<file path="src/rtl/pc_pkg.sv">
`default_nettype none
// +--------------------------------------------------------------------------+
// | Package : pc_pkg                                                          |
// | Purpose : Shared definitions for the program counter block: the RUN/HALT  |
// |           state encoding and the default operand width and step.          |
// | Ports   : none (package)                                                  |
// | Config  : none                                                            |
// | Rev     : 1.0 - initial release                                           |
// +--------------------------------------------------------------------------+
package pc_pkg;

   typedef enum logic [0:0] {
      ST_RUN  = 1'b0,
      ST_HALT = 1'b1
   } pc_state_e;

   localparam int C_DEFAULT_WIDTH = 6;
   localparam int C_DEFAULT_STEP  = 1;

endpackage : pc_pkg
`default_nettype wire

</file>
<file path="src/rtl/pc_add.sv">
`default_nettype none
// +--------------------------------------------------------------------------+
// | Module  : pc_add                                                          |
// | Purpose : Unsigned WIDTH-bit adder with carry-out. This is the only       |
// |           arithmetic element on the PC path; both the sequential step     |
// |           and relative branches go through it.                            |
// | Ports   : a    [WIDTH-1:0] in  - first operand (current PC)               |
// |           b    [WIDTH-1:0] in  - second operand (step or branch offset)   |
// |           sum  [WIDTH-1:0] out - a + b modulo 2^WIDTH                      |
// |           cout             out - carry out of the top bit                 |
// | Config  : none                                                            |
// | Rev     : 1.0 - initial release                                           |
// +--------------------------------------------------------------------------+
module pc_add #(
   parameter int WIDTH = 6
) (
   input  logic [WIDTH-1:0] a,
   input  logic [WIDTH-1:0] b,
   output logic [WIDTH-1:0] sum,
   output logic             cout
);

   assign {cout, sum} = {1'b0, a} + {1'b0, b};

endmodule : pc_add
`default_nettype wire

</file>
<file path="src/rtl/prog_counter.sv">
`default_nettype none
// +--------------------------------------------------------------------------+
// | Module  : prog_counter                                                    |
// | Purpose : Program counter with absolute load, relative branch, step       |
// |           advance and a RUN/HALT state machine. All outputs registered.   |
// | Ports   : clk                 in  - clock, rising edge                     |
// |           rst                 in  - synchronous active-high reset          |
// |           en                  in  - advance enable (RUN only)              |
// |           load                in  - absolute jump request                  |
// |           load_val [WIDTH-1:0] in - absolute jump target                   |
// |           br                  in  - relative branch request                |
// |           br_off   [WIDTH-1:0] in - two's-complement branch offset         |
// |           halt                in  - enter HALT (wins over resume)          |
// |           resume              in  - leave HALT                             |
// |           pc       [WIDTH-1:0] out - current program counter               |
// |           halted              out - high while in HALT                     |
// |           wrap                out - one-cycle pulse after a wrapping edge  |
// | Config  : PROG_COUNTER_WRAP_DETECT_EN - when defined, wrap reports modulo  |
// |           wrap-around; when undefined, wrap is held at 0.                  |
// | Rev     : 1.0 - initial release                                           |
// +--------------------------------------------------------------------------+
module prog_counter
   import pc_pkg::*;
#(
   parameter int WIDTH = C_DEFAULT_WIDTH,
   parameter int STEP  = C_DEFAULT_STEP
) (
   input  logic             clk,
   input  logic             rst,
   input  logic             en,
   input  logic             load,
   input  logic [WIDTH-1:0] load_val,
   input  logic             br,
   input  logic [WIDTH-1:0] br_off,
   input  logic             halt,
   input  logic             resume,
   output logic [WIDTH-1:0] pc,
   output logic             halted,
   output logic             wrap
);

   localparam logic [WIDTH-1:0] C_STEP = WIDTH'(STEP);

   pc_state_e        state_q, state_d;
   logic [WIDTH-1:0] pc_q, pc_d;
   logic             wrap_q, wrap_d;

   logic             w_advance;
   logic             w_take_br;
   logic [WIDTH-1:0] w_add_b;
   logic [WIDTH-1:0] w_sum;
   logic             w_cout;
   logic             w_wrap_evt;

   // Load has priority over anything that uses the adder, so the adder
   // result is only committed when no load is pending.
   assign w_advance = (state_q == ST_RUN) && en && !load;
   assign w_take_br = w_advance && br;
   assign w_add_b   = w_take_br ? br_off : C_STEP;

   pc_add #(
      .WIDTH (WIDTH)
   ) u_add (
      .a    (pc_q),
      .b    (w_add_b),
      .sum  (w_sum),
      .cout (w_cout)
   );

`ifdef PROG_COUNTER_WRAP_DETECT_EN
   // Adding a negative offset in two's complement carries out whenever the
   // result stays at or above zero, so a backward wrap is the missing carry.
   assign w_wrap_evt = (w_take_br && br_off[WIDTH-1]) ? ~w_cout : w_cout;
`else
   logic w_unused_cout;
   assign w_unused_cout = w_cout;
   assign w_wrap_evt    = 1'b0;
`endif

   // State transitions: halt wins over resume; updates to the PC on the
   // same edge are independent of the state change.
   always_comb begin
      state_d = state_q;
      if (halt) begin
         state_d = ST_HALT;
      end else if ((state_q == ST_HALT) && resume) begin
         state_d = ST_RUN;
      end
   end

   always_comb begin
      pc_d   = pc_q;
      wrap_d = 1'b0;
      if (load) begin
         pc_d = load_val;
      end else if (w_advance) begin
         pc_d   = w_sum;
         wrap_d = w_wrap_evt;
      end
   end

   always_ff @(posedge clk) begin
      if (rst) begin
         state_q <= ST_RUN;
         pc_q    <= '0;
         wrap_q  <= 1'b0;
      end else begin
         state_q <= state_d;
         pc_q    <= pc_d;
         wrap_q  <= wrap_d;
      end
   end

   assign pc     = pc_q;
   assign halted = (state_q == ST_HALT);
   assign wrap   = wrap_q;

endmodule : prog_counter
`default_nettype wire

</file>
<file path="config.mk">
export PLATFORM = sky130hd
export DESIGN_NAME = prog_counter
export DESIGN_NICKNAME = d
export VERILOG_FILES = /design/src/rtl/pc_pkg.sv /design/src/rtl/pc_add.sv /design/src/rtl/prog_counter.sv
export SDC_FILE = /design/constraint.sdc
export NUM_CORES = 1
export LEC_CHECK = 0
export BUFFER_PORTS_ARGS = -buffer_cell sky130_fd_sc_hd__clkbuf_2
export CAP_MARGIN = 20
export CORE_AREA = 2 2 39 41
export CTS_CLUSTER_SIZE = 16
export DETAILED_ROUTE_END_ITERATION = 6
export DIE_AREA = 0 0 41 43
export PLACE_DENSITY = 0.73
export SYNTH_ARGS = -nofsm -noshare
export SYNTH_HDL_FRONTEND = slang
export SYNTH_SLANG_ARGS = --single-unit
</file>
<file path="constraint.sdc">
create_clock -name clk -period 3.1 [get_ports clk]
set_input_delay 0.93 -clock clk [delete_from_list [all_inputs] [get_ports clk]]
set_output_delay 0.93 -clock clk [all_outputs]
set_load 0.02 [all_outputs]
</file>
==> summary.md <==
| Metric | Value |
|---|---|
| Crit path time final | 2.59 ns |
| RSZ-0062 raised after global routing | no |
| Worst r2r path cells | 10 |
| Tot Pwr | about 270 µW |
| Worst skew pair latency | 0.26 ns |
| R2r startpoint | halted$_SDFFE_PP0P_ |
| Final ANT Viol Nets | 0 |
| Synth Area per Inst | slightly below 9 µm² |
| Setup total negative slack | 0 ns |
| CTS clk-pin slew, worst paths | 0.06 ns |
| Worst Skew | 0.00600 ns |
| Sequential-to-total area share from yosys stat | 24.9% |
| Most common flop cell mapped by yosys | dfxtp_1 |
| Max-slew violation count | 0 |
| Maximum vdd drop | 0.239 mV |
| Post-CTS sizing | 0 |
| Die W | 41 µm |
| Min-Delay Path Depth | 2 |
| Drt first pass iters | 4 |
| GP Congestion | 0.809 |
| Io pins | 27 |
| Starting density of the core | 40.6% |
| Fin util | between 50% and 60% |
| Post-synthesis xor/xnor area fraction | 7.80% |
| Adder-cell share of the synthesized area | 14.7% |
| Post-synthesis mux area share | 1.78% |
| Nets | 118 |
| Fmax | 385 MHz |
| Synth top area cells | dfxtp_1 (25%), ha_1 (11%), a21oi_1 (5.3%) |
| Syn-to-layout area delta | 29.2% |
| Headroom to the max-slew limit | 56.7% |
| Synth cell types | 29 |
| Routed length per instance | 11.8 µm |
| Worst slew pin tran | 0.649 ns |
| Drt total wl | 1270 µm |
| TritonCTS Buffers | 3 |
| Ant diodes | 0 |
| CP arrival | about 2.7 ns |
| Initial antenna violation count | 0 |
| Worst hold path type | reg2reg |
| Port Buffer Count | 25 |
| Drt drc | 0 |
| GRT Total Usage | 16.7% |
| Vias per cell | 5.01 |
| Die Height | about 43 µm |
| Status | completed |
| Synth Register Bits | 7 |
| Hold_sp | pc[0]$_SDFFE_PP0P_ |
| Vias in the first global route | 500 |
| Post-synth EDFFs | 0 |
| Maximum clock insertion buffer count | 2 |
| Period utilization | 83.7% |
| P per Cell Area | 367 mW/mm² |
| Die Area | 0.00176 mm² |
| Dominant cell type by area after synthesis | dfxtp_1 |
| H-tree levels | 1 |
| Core area | 0.00138 mm² |
| Hold endpoint | pc[0]$_SDFFE_PP0P_ |
| Critical setup path kind | in2reg |
| Initial DRC Count | 12 |
| Via count | 541 |
| Fin. Hold Viols | 0 |
| Count of final setup violators | 0 |
| Max Cap Viol | 0 |
| Endpoint class of the critical path | register |
| Total clock sinks | 7 |
| Reg2reg end | pc[4]$_SDFFE_PP0P_ |
| Cell count after synthesis | 64 |
| Filler instances | ~130 |
| Crit-path max FO | 3 |
| Post-CTS Hold Buffers | 0 |
| Mapped Area | 562 µm² |
| Syn Nets | a little under 90 |
| GRT Residual Overflow | 0 |
| Root Buffer | clkbuf_4 |
| Post-DP HPWL | ~1000 µm |
| Ys async rst share | 0% |
| First-pass GRT wire length | 1990 µm |
| Compound-gate portion of the synthesized area | 22.5% |
| Post-CTS setup buffers | 0 |
| Num rows | 14 |
| Combinational family with the most area after synthesis | compound AO/OA/AOI/OAI gates |
| Leak | 0.382 nW |
| CTS tree | done |
| Simple-Gate Fraction of Synth Area | roughly a fifth |
| CP required | 3.24 ns |
| Largest net degree at the start of global routing | 10 |
| Final Hold Slack | 0.523 ns |
| Layout cells sized above 1 | between 30% and 40% |
| Share of the synthesized area in the top cell type | between 20% and 30% |
| Register-to-register path setup slack | 0.90 ns |
| Crit start category | input pin |
| Yosys warning total | 0 |
==> routing by layer <==
metal | routed length (µm) | GRT usage [%] | vias to the layer above
met3 | 67 | 7.85 | 2
met2 | 599 | 26.6 | 17
met4 | 4 | 2.00 | 0
met5 | 0 | 0 | -
li1 | - | - | 280
met1 | 599 | 20.3 | 242
==> critical path: stages <==
cell and delay [ns]:
clkbuf_2 0.10, nor4bb_4 0.28, or2b_1 0.26, ha_1 0.21, inv_1 0.08, fa_1 0.22
inv_1 0.05, a21o_1 0.17, a21oi_1 0.18, xor2_1 0.17, o22ai_1 0.10
==> flip-flops by register name, summed over array words and instances, names as in the netlist <==
signal,flops
halted,1
pc,6
==> Yosys cell counts, types with 2 or more instances <==
cell type  instances
dfxtp_1            7
a21oi_1            6
inv_1              6
ha_1               5
nor2_1             5
a211oi_1           3
and2_2             3
xor2_1             3
a21o_1             2
a22oi_1            2
nor2b_1            2
o22ai_1            2
xnor2_1            2
==> area by class of cell <==
class | instances | area [µm²] | share of cell area, %
tap | 16 | 20.0 | 2.76
multi-input combinational | 48 | 377 | 51.9
clock buffer | 4 | 26.3 | 3.62
sequential | 7 | 140 | 19.3
inverter | 6 | 22.5 | 3.10
timing repair buffer | 27 | 140 | 19.3
==> kinds of logic (layout without fill, tap and decap cells) <==
group           count (synthesis)  count (layout)
simple gates                   16              16
other cells                     1               1
fa+ha+maj                       6               6
xor+xnor                        5               5
mux                             1               1
buf+inv                         9              37
flops                           7               7
compound gates                 19              19
==> cells in the final DEF, fill, tap and decap left out <==
cell and instances:
clkbuf_2 25, xnor2_1 2, dfxtp_1 7, clkbuf_1 1
conb_1 1, nand2_1 1, or2b_1 1, o21bai_1 1
nor2b_1 2, nor4bb_4 1, xor2_1 3, and2_2 3
ha_1 5, a21o_1 2, nor3b_1 1, a21oi_1 6
nand2_2 1, a22oi_1 2, fa_1 1, buf_4 2
o21ai_0 1, mux2i_1 1, a2111oi_0 1, o22ai_1 2
clkbuf_4 3, nand2b_1 1, nor2_1 5, a211oi_1 3
inv_1 6, a222oi_1 1
==> worst max-delay path by stage <==
| stage | to | cells after the start | slack [ns] | from |
|---|---|---|---|---|
| after floorplan | pc[4]$_SDFFE_PP0P_ | 11 | 0.30 | load |
| after global placement | pc[4]$_SDFFE_PP0P_ | 11 | 0.29 | load |
| after detailed placement | pc[4]$_SDFFE_PP0P_ | 11 | 0.25 | en |
| after CTS | pc[4]$_SDFFE_PP0P_ | 11 | 0.50 | en |
| after global routing | pc[4]$_SDFFE_PP0P_ | 11 | 0.38 | en |
| final | pc[4]$_SDFFE_PP0P_ | 11 | 0.51 | en |
==> report_power, final <==
group | total (mW) | internal, mW | switching (mW)
Sequential | 0.104 | 0.0973 | 0.00662
Clock | 0.0858 | 0.0493 | 0.0364
Combinational | 0.0767 | 0.0359 | 0.0408
Total | 0.266 | 0.183 | 0.0838
==> metrics by stage <==
stage / setup slack [ns] / std cells / cell area (µm²)
global placement: 0.293 / 104 / 699
finish: 0.505 / 108 / 726
global route: 0.382 / 108 / 726
detailed placement: 0.251 / 104 / 699
CTS: 0.500 / 108 / 726
floorplan: 0.301 / 64 / 562
Power figures use the tool's default switching activity.
